File: config.mk
export PLATFORM = sky130hd
export DESIGN_NAME = stage_exe_mdu_flat
export DESIGN_NICKNAME = d
export VERILOG_FILES = /design/src/rtl/cpu_types_pkg.sv /design/src/rtl/stage_exe_mdu_if.sv /design/src/rtl/stage_exe_mdu_shift_core.sv /design/src/rtl/stage_exe_mdu.sv /design/src/flat_wrapper.sv
export SDC_FILE = /design/constraint.sdc
export NUM_CORES = 1
export LEC_CHECK = 0
export ABC_AREA = 1
export ABC_CLOCK_PERIOD_IN_PS = 10500
export BUFFER_PORTS_ARGS = -buffer_cell sky130_fd_sc_hd__buf_2
export CAP_MARGIN = 20
export CORE_ASPECT_RATIO = 1.75
export CORE_MARGIN = 10
export CORE_UTILIZATION = 25
export DETAILED_ROUTE_END_ITERATION = 6
export GPL_TIMING_DRIVEN = 0
export PLACE_DENSITY = 0.5
export SETUP_SLACK_MARGIN = 0.3
export SLEW_MARGIN = 20
export SYNTH_ARGS = -nofsm -noshare
export SYNTH_HDL_FRONTEND = slang
export SYNTH_SLANG_ARGS = --single-unit
export TNS_END_PERCENT = 10
File: constraint.sdc
create_clock -name CLK -period 10.5 [get_ports CLK]
set_input_delay 0 -clock CLK [delete_from_list [all_inputs] [get_ports CLK]]
set_output_delay 0 -clock CLK [all_outputs]
set_load 0.005 [all_outputs]
File: src/rtl/cpu_types_pkg.sv
// Shared CPU types: machine word plus the multiply/divide operation and FSM encodings.
package cpu_types_pkg;

   typedef logic [31:0] word_t;

   typedef enum logic [1:0] {
      MD_MULT  = 2'd0,
      MD_MULTU = 2'd1,
      MD_DIV   = 2'd2,
      MD_DIVU  = 2'd3
   } mdop_t;

   typedef enum logic [1:0] {
      IDLE = 2'd0,
      MUL  = 2'd1,
      DIV  = 2'd2,
      FIX  = 2'd3
   } mdstate_t;

   function automatic logic is_signed_op(input mdop_t op);
      return (op == MD_MULT) || (op == MD_DIV);
   endfunction

endpackage

File: src/rtl/stage_exe_mdu_if.sv
// Execute-stage to MDU bundle: request, operands, MTHI/MTLO writes, status and HI/LO.
interface stage_exe_mdu_if #(parameter int DW = 32);
   import cpu_types_pkg::*;

   logic          start;
   mdop_t         op;
   logic [DW-1:0] opa;
   logic [DW-1:0] opb;
   logic          flush;
   logic          hi_we;
   logic          lo_we;
   logic [DW-1:0] wdat;
   logic          busy;
   logic          done;
   logic [DW-1:0] hi_out;
   logic [DW-1:0] lo_out;

   modport master (
      output start, op, opa, opb, flush, hi_we, lo_we, wdat,
      input  busy, done, hi_out, lo_out
   );

   modport slave (
      input  start, op, opa, opb, flush, hi_we, lo_we, wdat,
      output busy, done, hi_out, lo_out
   );

endinterface

File: src/rtl/stage_exe_mdu_shift_core.sv
// Shared 2*DW accumulator with one shift-add (multiply) or restoring shift-subtract
// (divide, only when MDU_DIV_EN is defined) step per cycle.
module mdu_shift_core #(
   parameter int DW = 32
) (
   input  logic            CLK,
   input  logic            RST,
   input  logic            load,
   input  logic            step_mul,
`ifdef MDU_DIV_EN
   input  logic            step_div,
`endif
   input  logic [DW-1:0]   a_in,
   input  logic [DW-1:0]   b_in,
   output logic [2*DW-1:0] acc
);

   logic [2*DW-1:0] acc_q, acc_d;
   logic [DW-1:0]   mcand_q, mcand_d;
   logic [DW:0]     sum;

   // Multiply: acc = {partial product, remaining multiplier bits}
   assign sum = {1'b0, acc_q[2*DW-1:DW]} + {1'b0, (acc_q[0] ? mcand_q : '0)};

`ifdef MDU_DIV_EN
   // Divide: acc = {remainder, dividend/quotient}; keep the bit shifted out of the remainder
   logic [DW:0] trial;
   assign trial = acc_q[2*DW-1:DW-1] - {1'b0, mcand_q};
`endif

   always_comb begin
      acc_d   = acc_q;
      mcand_d = mcand_q;
      if (load) begin
         acc_d   = {{DW{1'b0}}, a_in};
         mcand_d = b_in;
      end else if (step_mul) begin
         acc_d = {sum, acc_q[DW-1:1]};
      end
`ifdef MDU_DIV_EN
      else if (step_div) begin
         if (!trial[DW]) acc_d = {trial[DW-1:0], acc_q[DW-2:0], 1'b1};
         else            acc_d = {acc_q[2*DW-2:0], 1'b0};
      end
`endif
   end

   always_ff @(posedge CLK or posedge RST) begin
      if (RST) begin
         acc_q   <= '0;
         mcand_q <= '0;
      end else begin
         acc_q   <= acc_d;
         mcand_q <= mcand_d;
      end
   end

   assign acc = acc_q;

endmodule

File: src/rtl/stage_exe_mdu.sv
// Iterative MULT/MULTU/DIV/DIVU unit with private HI/LO; divider present only when
// MDU_DIV_EN is defined, otherwise divides complete in one cycle with HI = LO = 0.
module stage_exe_mdu
   import cpu_types_pkg::*;
#(
   parameter int DW = 32
) (
   input  logic            CLK,
   input  logic            RST,
   stage_exe_mdu_if.slave  mdu
);

   localparam int CW = $clog2(DW) + 1;

   mdstate_t        state_q, state_d;
   mdop_t           op_q, op_d;
   logic [CW-1:0]   count_q, count_d;
   logic            neg_res_q, neg_res_d;
   logic [DW-1:0]   hi_q, hi_d, lo_q, lo_d;
   logic            busy_q, busy_d, done_q, done_d;
   logic            start_ok, sgn_in, sgn_op, step_mul;
   logic [DW-1:0]   a_abs, b_abs, core_a;
   logic [2*DW-1:0] acc, prod;
`ifdef MDU_DIV_EN
   logic            neg_rem_q, neg_rem_d, div0_q, div0_d, step_div;
   logic [DW-1:0]   quo, rem;
`endif

   assign start_ok = (state_q == IDLE) && mdu.start && !mdu.flush;
   assign sgn_in   = is_signed_op(mdu.op);
   assign sgn_op   = is_signed_op(op_q);
   assign a_abs    = (sgn_in && mdu.opa[DW-1]) ? -mdu.opa : mdu.opa;
   assign b_abs    = (sgn_in && mdu.opb[DW-1]) ? -mdu.opb : mdu.opb;
   assign prod     = (sgn_op && neg_res_q) ? -acc : acc;
   assign step_mul = (state_q == MUL);
`ifdef MDU_DIV_EN
   assign step_div = (state_q == DIV);
   assign quo      = acc[DW-1:0];
   assign rem      = acc[2*DW-1:DW];
   // Divide by zero loads the raw dividend so FIX can hand it back as HI
   assign core_a   = (mdu.op[1] && (mdu.opb == '0)) ? mdu.opa : a_abs;
`else
   assign core_a   = a_abs;
`endif

   mdu_shift_core #(.DW(DW)) u_core (
      .CLK      (CLK),
      .RST      (RST),
      .load     (start_ok),
      .step_mul (step_mul),
`ifdef MDU_DIV_EN
      .step_div (step_div),
`endif
      .a_in     (core_a),
      .b_in     (b_abs),
      .acc      (acc)
   );

   always_ff @(posedge CLK or posedge RST) begin
      if (RST) state_q <= IDLE;
      else     state_q <= state_d;
   end

   always_comb begin
      state_d = state_q;
      case (state_q)
         IDLE: if (start_ok) begin
`ifdef MDU_DIV_EN
            if (!mdu.op[1])          state_d = MUL;
            else if (mdu.opb == '0)  state_d = FIX;
            else                     state_d = DIV;
`else
            state_d = mdu.op[1] ? FIX : MUL;
`endif
         end
         MUL: if (mdu.flush) state_d = IDLE;
              else if (count_q == CW'(DW - 1)) state_d = FIX;
`ifdef MDU_DIV_EN
         DIV: if (mdu.flush) state_d = IDLE;
              else if (count_q == CW'(DW - 1)) state_d = FIX;
`endif
         FIX:     state_d = IDLE;
         default: state_d = IDLE;
      endcase
   end

   always_comb begin
      op_d      = op_q;
      count_d   = count_q;
      neg_res_d = neg_res_q;
      hi_d      = hi_q;
      lo_d      = lo_q;
`ifdef MDU_DIV_EN
      neg_rem_d = neg_rem_q;
      div0_d    = div0_q;
`endif
      if (start_ok) begin
         op_d      = mdu.op;
         count_d   = '0;
         neg_res_d = sgn_in && (mdu.opa[DW-1] ^ mdu.opb[DW-1]);
`ifdef MDU_DIV_EN
         neg_rem_d = sgn_in && mdu.opa[DW-1];
         div0_d    = (mdu.opb == '0);
`endif
      end else if ((state_q == MUL) || (state_q == DIV)) begin
         count_d = count_q + CW'(1);
      end

      if ((state_q == FIX) && !mdu.flush) begin
         if (!op_q[1]) begin
            hi_d = prod[2*DW-1:DW];
            lo_d = prod[DW-1:0];
         end else begin
`ifdef MDU_DIV_EN
            if (div0_q) begin
               hi_d = quo;
               lo_d = '1;
            end else begin
               hi_d = (sgn_op && neg_rem_q) ? -rem : rem;
               lo_d = (sgn_op && neg_res_q) ? -quo : quo;
            end
`else
            hi_d = '0;
            lo_d = '0;
`endif
         end
      end

      // MTHI/MTLO land only while idle, which includes the done cycle
      if (state_q == IDLE) begin
         if (mdu.hi_we) hi_d = mdu.wdat;
         if (mdu.lo_we) lo_d = mdu.wdat;
      end

      busy_d = (state_d != IDLE);
      done_d = (state_q == FIX) && !mdu.flush;
   end

   always_ff @(posedge CLK or posedge RST) begin
      if (RST) begin
         op_q      <= MD_MULT;
         count_q   <= '0;
         neg_res_q <= 1'b0;
         hi_q      <= '0;
         lo_q      <= '0;
         busy_q    <= 1'b0;
         done_q    <= 1'b0;
`ifdef MDU_DIV_EN
         neg_rem_q <= 1'b0;
         div0_q    <= 1'b0;
`endif
      end else begin
         op_q      <= op_d;
         count_q   <= count_d;
         neg_res_q <= neg_res_d;
         hi_q      <= hi_d;
         lo_q      <= lo_d;
         busy_q    <= busy_d;
         done_q    <= done_d;
`ifdef MDU_DIV_EN
         neg_rem_q <= neg_rem_d;
         div0_q    <= div0_d;
`endif
      end
   end

   assign mdu.busy   = busy_q;
   assign mdu.done   = done_q;
   assign mdu.hi_out = hi_q;
   assign mdu.lo_out = lo_q;

endmodule

File: src/flat_wrapper.sv
// flat-port wrapper written by rule: the top's interface ports become plain ports
module stage_exe_mdu_flat import cpu_types_pkg::*;
#(
   parameter int DW = 32
)
  (CLK, RST, mdu_start, mdu_op, mdu_opa, mdu_opb, mdu_flush, mdu_hi_we, mdu_lo_we, mdu_wdat, mdu_busy, mdu_done, mdu_hi_out, mdu_lo_out);
  stage_exe_mdu_if #(.DW(DW)) mdu_i ();
  input  logic CLK;
  input  logic RST;
  input wire logic [$bits(mdu_i.start)-1:0] mdu_start;
  input wire logic [$bits(mdu_i.op)-1:0] mdu_op;
  input wire logic [$bits(mdu_i.opa)-1:0] mdu_opa;
  input wire logic [$bits(mdu_i.opb)-1:0] mdu_opb;
  input wire logic [$bits(mdu_i.flush)-1:0] mdu_flush;
  input wire logic [$bits(mdu_i.hi_we)-1:0] mdu_hi_we;
  input wire logic [$bits(mdu_i.lo_we)-1:0] mdu_lo_we;
  input wire logic [$bits(mdu_i.wdat)-1:0] mdu_wdat;
  output wire logic [$bits(mdu_i.busy)-1:0] mdu_busy;
  output wire logic [$bits(mdu_i.done)-1:0] mdu_done;
  output wire logic [$bits(mdu_i.hi_out)-1:0] mdu_hi_out;
  output wire logic [$bits(mdu_i.lo_out)-1:0] mdu_lo_out;
  assign mdu_i.start = mdu_start;
  assign mdu_i.op = mdu_op;
  assign mdu_i.opa = mdu_opa;
  assign mdu_i.opb = mdu_opb;
  assign mdu_i.flush = mdu_flush;
  assign mdu_i.hi_we = mdu_hi_we;
  assign mdu_i.lo_we = mdu_lo_we;
  assign mdu_i.wdat = mdu_wdat;
  assign mdu_busy = mdu_i.busy;
  assign mdu_done = mdu_i.done;
  assign mdu_hi_out = mdu_i.hi_out;
  assign mdu_lo_out = mdu_i.lo_out;
  stage_exe_mdu #(.DW(DW)) u_core (.CLK(CLK), .RST(RST), .mdu(mdu_i));
endmodule
==> impl_metrics.env, run 1 <==
export IMPL_synth_cells=2152
export IMPL_grt_pass1_wl_um=92900
export IMPL_coreArea_mm2=0.0542
export IMPL_critical_path_class="register to register"
export IMPL_grt_overflow_total=0
export IMPL_postCtsHoldBufs=97
export IMPL_cts_htree_levels=4
export IMPL_ys_types=55
export IMPL_areaGrowthSynthToFinish_pct=24.1
export IMPL_routabilityCongestion=0.937
export IMPL_drt_total_wl_um=61500
export IMPL_status="finished, final reports clean"
export IMPL_syn_cell_area_mm2=0.0136
export IMPL_async_flop_share_pct=100
export IMPL_via_per_inst=4.82
export IMPL_io_buffers=169
export IMPL_syn_nets=2296
export IMPL_cp_arrival_ns=3.49
export IMPL_drv_cap=0
export IMPL_dieArea_mm2=0.0646
export IMPL_drtAntennaViolNets=0
export IMPL_num_antenna_cells=0
export IMPL_drtIter0Drc=840
export IMPL_tritoncts="built"
export IMPL_setup_viol=0
export IMPL_nets=2582
export IMPL_cts_buffer_depth=2
export IMPL_fin_crit_sh_pct=29.3
export IMPL_hpwlAfterDp_um=52200
export IMPL_cts_buffers=17
export IMPL_ys_warn_count=0
export IMPL_seq_area_frac_synth_pct=31.8
export IMPL_cp_required_ns=10.90
export IMPL_clock_sinks=173
export IMPL_crit_fanout=10
export IMPL_post_cts_buffers=0
export IMPL_grt_pass1_vias=15700
export IMPL_drc=0
export IMPL_fin_total_pwr_uw=4180
export IMPL_place_ws_ns=7.60
export IMPL_synth_main_ff_cell="dfrtp_1"
export IMPL_whs_ns=0.0242
export IMPL_powerDensity_mw_per_mm2=247
export IMPL_rows=113
export IMPL_insertion_delay_ns=0.46
export IMPL_antenna_found_initial=0
export IMPL_die_h_um=329
export IMPL_cts_root_buffer="clkbuf_16"
export IMPL_die_w_um=196
export IMPL_max_freq_mhz=325
export IMPL_synth_seq_cells=173
export IMPL_tightestPinTransition_ns=0.871
export IMPL_p_leak_uw=0.00813
export IMPL_worst_setup_path_start_kind="register"
export IMPL_setup_tns_ns=0
export IMPL_synth_avg_cell_area_um2=6.33
export IMPL_layout_drive_gt1_share_pct=11.9
export IMPL_globalRouteTotalUtil_pct=18.9
export IMPL_layout_min_cycle_time_ns=3.08
export IMPL_start_util_pct=25.2
export IMPL_relSlewSlack_pct=41.9
export IMPL_vias=15100
export IMPL_hold_class="primary input to register"
export IMPL_cp_end_kind="register"
export IMPL_hold_violations=0
export IMPL_ioPinCount=170
export IMPL_setup_ws_ns=7.42
export IMPL_skew_ns=0.0199
export IMPL_irDropWorstVdd_mv=0.129
export IMPL_dr_pass1_iters=7
export IMPL_fin_util_pct=31.2
export IMPL_synth_edf_count=0
export IMPL_clk_pin_slew_ns=0.08
export IMPL_slew_viol_final=0
export IMPL_ctsResizeCount=0
export IMPL_wire_per_inst_um=19.6
export IMPL_grt_max_degree=100
export IMPL_rsz0062_at_grt="no"
==> through the flow <==
step | cell area (um^2) | cells
after floorplan | 13600 | 2152
after global placement | 15300 | 3011
after detailed placement | 15400 | 3012
after CTS | 16900 | 3141
after global routing | 16900 | 3141
final | 16900 | 3141
==> cells by family (layout without fill, tap and decap cells) <==
family / Yosys count / after routing / synth area share (%)
compound gates: 372 / 372 / 15.4
xor+xnor: 27 / 27 / 1.74
fa+ha+maj: 40 / 40 / 3.73
buf+inv: 327 / 626 / 9.32
flops: 173 / 173 / 31.8
simple gates: 1213 / 1213 / 38.0
==> routing by layer <==
layer	up-vias	track usage (%)	share of wire, %	wire length [um]
li1	7588	-	-	-
met1	7017	19.0	37	22900
met2	411	35.4	53	32400
met3	133	2.49	3.9	2380
met4	0	12.1	6.3	3900
met5	-	0	0	0
==> final timing paths <==
path | from | end | slack [ns] | cells after the start
max | u_core.state_q[0] | u_core.neg_res_q | 7.42 | 8
min | mdu_lo_we | u_core.mdu.lo_out[31] | 0.02 | 4
max reg2reg | u_core.state_q[0] | u_core.neg_res_q | 7.42 | 8
min reg2reg | u_core.u_core.mcand_q[21] | u_core.u_core.mcand_q[21] | 0.48 | 2
max in group asynchronous | RST | u_core.u_core.acc[60] | 9.42 | 4
min in group asynchronous | RST | u_core.mdu.lo_out[1] | 0.15 | 3
==> layout by cell type (no fill, tap or decap), types with 5 or more instances in the layout <==
cell and instances:
nand2_1 567, nor2_1 323, inv_1 246, nand3_1 213, buf_2 192, a21oi_1 180, dfrtp_1 173, o21ai_0 106
dlygate4sd3_1 97, clkbuf_1 39, ha_1 39, nand4_1 22, xor2_1 21, o221ai_1 17, clkbuf_16 17, nor3_1 16
o22ai_1 15, nor2_2 14, nand2_2 14, o21bai_1 14, nand3b_1 12, inv_2 11, nor2_4 7, a22oi_1 7
xnor2_1 6, o211ai_1 5, o21ai_1 5
==> worst max-delay path: stages, from the launching register on <==
cell and delay (ns):
dfrtp_1 0.38, inv_1 0.07, ha_1 0.34, nand3_2 0.20, clkbuf_1 0.59, clkbuf_1 0.65
nand2_1 0.11, o31ai_1 0.09, dlygate4sd3_1 0.57
==> power by group <==
group	switching, uW	total [uW]	leakage, uW	internal [uW]
combinational	1510	2290	0.00575	779
sequential	285	1250	0.00210	970
clock	297	638	0.000281	341
total	2090	4180	0.00813	2090
==> flip-flops by register name (all words and copies together), names as in the netlist <==
name / cells
u_core.neg_res_q: 1
u_core.state_q: 2
u_core.count_q: 6
u_core.u_core.mcand_q: 32
u_core.mdu.done: 1
u_core.mdu.hi_out: 32
u_core.u_core.acc: 64
u_core.op_q: 2
u_core.mdu.busy: 1
u_core.mdu.lo_out: 32
==> synth_stat cells (all sizes together) (4+ instances only) <==
cell type | n | area share (%)
nand2 | 582 | 16
nor2 | 345 | 10
inv | 259 | 7.2
nand3 | 217 | 8.2
a21oi | 183 | 6.8
dfrtp | 173 | 32
o21ai | 114 | 4.4
ha | 39 | 3.6
clkbuf | 38 | 1.0
buf | 29 | 1.1
nand4 | 22 | 1.0
xor2 | 21 | 1.4
nor3 | 17 | 0.66
o221ai | 17 | 1.1
o22ai | 15 | 0.69
o21bai | 14 | 0.77
nand3b | 12 | 0.66
a22oi | 7 | 0.39
or2 | 6 | 0.28
xnor2 | 6 | 0.39
o211ai | 5 | 0.28
nor4 | 4 | 0.18
==> area by class of cell <==
class | instances | area (um^2)
Buffer | 67 | 292
Clock buffer | 20 | 457
Clock inverter | 12 | 110
Fill cell | 6087 | 37200
Inverter | 260 | 986
Multi-Input combinational cell | 1652 | 8020
Sequential cell | 173 | 4330
Tap cell | 690 | 863
Timing Repair Buffer | 267 | 1840
Note: power is estimated with default switching activity, not from simulation.
==> inputs of run 2 (changes only) <==
--- a/config.mk
+++ b/config.mk
@@ -5,8 +5,8 @@
 export SDC_FILE = /design/constraint.sdc
 export NUM_CORES = 1
 export LEC_CHECK = 0
-export ABC_AREA = 1
-export ABC_CLOCK_PERIOD_IN_PS = 10500
+export ABC_AREA = 0
+export ABC_CLOCK_PERIOD_IN_PS = 2850
 export BUFFER_PORTS_ARGS = -buffer_cell sky130_fd_sc_hd__buf_2
 export CAP_MARGIN = 20
 export CORE_ASPECT_RATIO = 1.75
==> constraint.sdc (replaced) <==
create_clock -name CLK -period 2.85 [get_ports CLK]
set_input_delay 0 -clock CLK [delete_from_list [all_inputs] [get_ports CLK]]
set_output_delay 0 -clock CLK [all_outputs]
set_load 0.005 [all_outputs]
==> impl_metrics.env, run 2 <==
export IMPL_violations="setup timing"
export IMPL_io_buffers=169
export IMPL_routabilityCongestion=0.932
export IMPL_tritoncts="built"
export IMPL_globalRouteTotalUtil_pct=17.7
export IMPL_layout_min_cycle_time_ns=3.19
export IMPL_stdcell_count=2345
export IMPL_drv_cap=0
export IMPL_start_util_pct=25.4
export IMPL_irDropWorstVdd_mv=0.503
export IMPL_synth_top_cell_area_share_pct=37.0
export IMPL_coreArea_mm2=0.0462
export IMPL_holdPathStages=4
export IMPL_powerDensity_mw_per_mm2=1010
export IMPL_rrSetupSlack_ns=-0.34
export IMPL_cts_buffers=17
export IMPL_relSlewSlack_pct=47.2
export IMPL_layout_drive_gt1_share_pct=20.5
export IMPL_hold_class="primary input to register"
export IMPL_setup_ws_ns=-0.336
export IMPL_status="complete, but fails checks"
export IMPL_critical_path_class="register to register"
export IMPL_p_leak_uw=0.00684
export IMPL_place_ws_ns=-1.80
export IMPL_async_flop_share_pct=100
export IMPL_cts_htree_levels=4
export IMPL_ys_warn_count=0
export IMPL_via_per_inst=5.07
export IMPL_cp_required_ns=3.20
export IMPL_synth_area_leaders="dfrtp_1 (37%), xnor2_1 (5.9%), o21ai_0 (5.7%), a21oi_1 (5.3%), nor2_1 (5.2%)"
export IMPL_seq_area_frac_synth_pct=37.0
export IMPL_insertion_delay_ns=0.46
export IMPL_syn_nets=1558
export IMPL_hold_violations=0
export IMPL_nets=1893
export IMPL_ioPinCount=170
export IMPL_drtAntennaViolNets=0
export IMPL_grt_max_degree=34
export IMPL_dp_cells=2172
export IMPL_cts_root_buffer="clkbuf_16"
export IMPL_grt_pass1_wl_um=76300
export IMPL_dieArea_mm2=0.0563
export IMPL_synth_cells=1414
export IMPL_dr_pass1_iters=5
export IMPL_fin_crit_sh_pct=112
export IMPL_synth_most_common_cell="dfrtp_1"
export IMPL_skew_ns=0.0153
export IMPL_grt_overflow_total=0
export IMPL_vias=11900
export IMPL_clk_pin_slew_ns=0.08
export IMPL_die_w_um=184
export IMPL_synth_common_cells="dfrtp_1 (173), nor2_1 (162), nand2_1 (149), o21ai_0 (133), a21oi_1 (124)"
export IMPL_areaGrowthSynthToFinish_pct=37.2
export IMPL_yosysTopAreaCell="dfrtp_1"
export IMPL_hold_end="u_core.u_core.mcand_q[7]"
export IMPL_slew_viol_final=0
export IMPL_cts_buffer_depth=2
export IMPL_grt_pass1_vias=12800
export IMPL_largest_reg_flops=64
export IMPL_wire_per_inst_um=21.2
export IMPL_num_antenna_cells=0
export IMPL_rr_endpoint="u_core.mdu.hi_out[30]"
export IMPL_synth_seq_cells=173
export IMPL_ys_types=60
export IMPL_setup_viol=40
export IMPL_worst_setup_path_start_kind="register"
export IMPL_tightestPinTransition_ns=0.793
export IMPL_layout_cells_most_common="buf_2"
export IMPL_max_freq_mhz=314
export IMPL_syn_cell_area_mm2=0.0117
export IMPL_die_h_um=306
export IMPL_antenna_found_initial=0
export IMPL_whs_ns=0.0241
export IMPL_reg2reg_depth=9
export IMPL_nFillCells=4710
export IMPL_rsz0062_at_grt="yes"
export IMPL_final_cell_mix="buf_2 (170), dfrtp_1 (168), nor2_1 (160), nand2_1 (145), o21ai_0 (109)"
export IMPL_fin_util_pct=34.8
export IMPL_drtIter0Drc=630
export IMPL_rows=104
export IMPL_synth_avg_cell_area_um2=8.29
export IMPL_drc=0
export IMPL_hpwlAfterDp_um=39900
export IMPL_cp_end_kind="register"
export IMPL_setup_tns_ns=-5.59
export IMPL_r2r_start="u_core.u_core.acc[11]"
export IMPL_synth_edf_count=0
export IMPL_cp_arrival_ns=3.53
export IMPL_clock_sinks=173
export IMPL_crit_fanout=6
export IMPL_synth_main_ff_cell="dfrtp_1"
export IMPL_min_from="mdu_opb[6]"
export IMPL_drt_total_wl_um=49700
[run 2: what timing repair did]
| action | in CTS | in global routing |
|---|---|---|
| setup buffers | 28 | 7 |
| setup endpoints to repair | 120 | 145 |
| hold endpoints to repair | 198 | 0 |
| hold buffers | 104 | 0 |
| resized for setup | 126 | 53 |
| cloned | 2 | 0 |
| pin swaps | 74 | 35 |
[run 2: layout make-up]
type	count	area [um^2]	share of cell area, %
buffer	78	364	2.27
clock buffer	18	429	2.67
clock inverter	14	158	0.981
inverter	26	114	0.708
multi-input combinational	1137	7620	47.4
sequential	173	4340	27.0
tap	583	729	4.54
timing repair buffer	316	2320	14.4
[run 2: worst max path at each step]
stage / slack, ns / end / from
floorplan: -0.50 / u_core.u_core.acc[61] / u_core.u_core.acc[0]
global placement: -1.76 / u_core.u_core.acc[60] / u_core.u_core.acc[0]
detailed placement: -1.80 / u_core.u_core.acc[62] / u_core.u_core.acc[0]
CTS: -0.33 / u_core.mdu.hi_out[30] / u_core.u_core.acc[11]
global route: -0.43 / u_core.mdu.hi_out[30] / u_core.u_core.acc[11]
finish: -0.34 / u_core.mdu.hi_out[30] / u_core.u_core.acc[11]
[run 2: kinds of logic (layout without fill, tap and decap cells)]
family	after synthesis	after routing	share of synthesized area [%]
adder cells (fa/ha/maj)	40	40	4.34
AND/OR/NAND/NOR	513	513	20.7
AO/OA/AOI/OAI	395	395	20.1
XOR/XNOR	145	145	10.8
multiplexers	44	44	3.76
flip-flops	173	173	37.0
buffers and inverters	104	452	3.34
[run 2: worst max-delay path: stages (launching register included)]
cell	delay (ns)
dfrtp_2	0.41
or4_4	0.53
or4_4	0.43
buf_6	0.15
or3_4	0.36
or3_4	0.38
o41a_1	0.33
xor2_1	0.18
a221oi_2	0.23
nor2_1	0.06
[run 2: through the flow]
step | cell area, um^2 | total power, uW
floorplan | 11700 | 9480
global placement | 13300 | 12500
CTS | 15800 | 16000
detailed placement | 13400 | 12700
finish | 16100 | 16300
global route | 16100 | 17400
[run 2: metal layers]
layer | vias to the layer above | routed length, um | GRT usage [%]
met3 | 112 | 2150 | 3.13
met1 | 5767 | 18100 | 17.6
li1 | 5698 | - | -
met5 | - | 0 | 0
met4 | 0 | 2780 | 10.0
met2 | 306 | 26700 | 33.4
[run 2: power by group]
group	total (uW)	internal [uW]	switching, uW
Sequential	4890	3590	1300
Combinational	8980	3760	5220
Clock	2440	1310	1130
Total	16300	8660	7650
==> inputs of run 3 (changes only) <==
--- a/config.mk
+++ b/config.mk
@@ -16,6 +16,7 @@
 export GPL_TIMING_DRIVEN = 0
 export PLACE_DENSITY = 0.5
 export SETUP_SLACK_MARGIN = 0.3
+export SKIP_LAST_GASP = 1
 export SLEW_MARGIN = 20
 export SYNTH_ARGS = -nofsm -noshare
 export SYNTH_HDL_FRONTEND = slang
==> impl_metrics.env, run 3 (same netlist as run 2, synthesis figures left out) <==
export IMPL_layout_min_cycle_time_ns=3.20
export IMPL_coreArea_mm2=0.0462
export IMPL_p_leak_uw=0.00679
export IMPL_post_route_cell_area_mm2=0.0159
export IMPL_combPwrFrac_pct=54.7
export IMPL_cts_buffer_depth=2
export IMPL_grtUsageMet1_pct=17.5
export IMPL_globalRouteTotalUtil_pct=17.6
export IMPL_die_h_um=306
export IMPL_cp_startpoint="u_core.u_core.acc[11]"
export IMPL_rsz0062_at_grt="yes"
export IMPL_critical_path_class="register to register"
export IMPL_grt_max_degree=34
export IMPL_use_met2_pct=33.5
export IMPL_nFillCells=4732
export IMPL_grt_pass1_wl_um=75900
export IMPL_violations="setup timing"
export IMPL_sequentialPowerShare_pct=30.2
export IMPL_cts_buffers=17
export IMPL_cp_end_kind="register"
export IMPL_placed_cell_area_mm2=0.0134
export IMPL_hold_violations=0
export IMPL_hpwlAfterDp_um=39900
export IMPL_irDropWorstVdd_mv=0.505
export IMPL_max_freq_mhz=312
export IMPL_tritoncts="built"
export IMPL_cp_arrival_ns=3.55
export IMPL_fin_util_pct=34.5
export IMPL_num_antenna_cells=0
export IMPL_min_from="mdu_opb[6]"
export IMPL_setup_viol=47
export IMPL_drtAntennaViolNets=0
export IMPL_drv_cap=0
export IMPL_slew_viol_final=0
export IMPL_areaGrowthSynthToFinish_pct=35.9
export IMPL_whs_ns=0.0222
export IMPL_fin_crit_sh_pct=112
export IMPL_die_w_um=184
export IMPL_drtIter0Drc=558
export IMPL_worst_setup_path_start_kind="register"
export IMPL_drc=0
export IMPL_p_int_uw=8580
export IMPL_hold_class="primary input to register"
export IMPL_hold_end="u_core.u_core.mcand_q[7]"
export IMPL_swShare_pct=46.9
export IMPL_clock_sinks=173
export IMPL_io_buffers=169
export IMPL_layout_drive_gt1_share_pct=18.6
export IMPL_crit_fanout=6
export IMPL_drt_total_wl_um=49700
export IMPL_ioPinCount=170
export IMPL_tightestPinTransition_ns=0.869
export IMPL_final_cell_mix="buf_2 (169), dfrtp_1 (168), nor2_1 (161), nand2_1 (148), o21ai_0 (121)"
export IMPL_grt_busiest_layer="met2"
export IMPL_rrSetupSlack_ns=-0.35
export IMPL_cts_root_buffer="clkbuf_16"
export IMPL_place_ws_ns=-1.80
export IMPL_switchingPower_uw=7570
export IMPL_start_util_pct=25.4
export IMPL_grtUsageMet3_pct=3.21
export IMPL_powerDensity_mw_per_mm2=1010
export IMPL_rr_endpoint="u_core.mdu.hi_out[30]"
export IMPL_grt_pass1_vias=12800
export IMPL_clk_pin_slew_ns=0.07
export IMPL_dieArea_mm2=0.0563
export IMPL_largest_reg_flops=64
export IMPL_grt_overflow_total=0
export IMPL_layout_cells_most_common="buf_2"
export IMPL_setup_ws_ns=-0.354
export IMPL_holdPathStages=4
export IMPL_via_per_inst=5.07
export IMPL_vias=11900
export IMPL_antenna_found_initial=0
export IMPL_wire_per_inst_um=21.2
export IMPL_nets=1892
export IMPL_skew_ns=0.0139
export IMPL_r2r_start="u_core.u_core.acc[11]"
export IMPL_fin_total_pwr_uw=16100
export IMPL_dr_pass1_iters=4
export IMPL_insertion_delay_ns=0.46
export IMPL_routabilityCongestion=0.932
export IMPL_relSlewSlack_pct=42.1
export IMPL_rows=104
export IMPL_power_frac_clock_pct=15.1
export IMPL_cts_htree_levels=4
export IMPL_reg2reg_depth=9
export IMPL_cp_required_ns=3.20
export IMPL_status="complete, but fails checks"
## run 3: routing by layer
layer	vias up	wire, um
li1	5697	-
met1	5790	18100
met2	307	26900
met3	100	2180
met4	0	2490
met5	-	0
## run 3: worst max-delay path by stage
| stage | to | slack (ns) | depth (start not counted) |
|---|---|---|---|
| after floorplan | u_core.u_core.acc[61] | -0.50 | 14 |
| after global placement | u_core.u_core.acc[60] | -1.76 | 13 |
| after detailed placement | u_core.u_core.acc[62] | -1.80 | 13 |
| after CTS | u_core.mdu.hi_out[30] | -0.33 | 9 |
| after global routing | u_core.mdu.hi_out[30] | -0.44 | 9 |
| final | u_core.mdu.hi_out[30] | -0.35 | 9 |
## run 3: per-stage QoR
stage | cells | setup TNS (ns)
final | 2344 | -7.76
after global routing | 2344 | -14.36
after CTS | 2338 | -7.74
after detailed placement | 2172 | -52.93
after global placement | 2166 | -160.97
after floorplan | 1414 | -4.98
## run 3: power by group through the flow
stage / clock network [uW] / logic (uW) / registers, uW
after floorplan: 0 / 5060 / 4420
after global placement: 0 / 7670 / 4860
final: 2440 / 8840 / 4880
after CTS: 2470 / 8620 / 4850
after global routing: 2550 / 9680 / 5010
after detailed placement: 0 / 7770 / 4890
## run 3: area by class of cell
class / instances / area [um^2] / area share [%]
tap: 583 / 729 / 4.58
buffer: 78 / 354 / 2.22
inverter: 26 / 114 / 0.715
timing repair buffer: 315 / 2310 / 14.5
clock buffer: 18 / 429 / 2.70
clock inverter: 14 / 158 / 0.990
multi-input combinational: 1137 / 7490 / 47.0
sequential: 173 / 4340 / 27.2
## run 3: what timing repair did
action | CTS | global route
pin swaps | 43 | 24
hold buffers | 104 | 0
buffers inserted | 28 | 6
endpoints found under the hold margin | 198 | 0
cloned | 2 | 0
endpoints found under the setup margin | 120 | 146
gates resized for setup | 98 | 32
## run 3: worst max-delay path: stages, from the launching register on
cell,delay [ns]
dfrtp_2,0.41
or4_4,0.53
or4_4,0.43
buf_6,0.15
or3_4,0.36
or3_4,0.39
o41a_1,0.34
xor2_1,0.18
a221oi_2,0.23
nor2_1,0.06
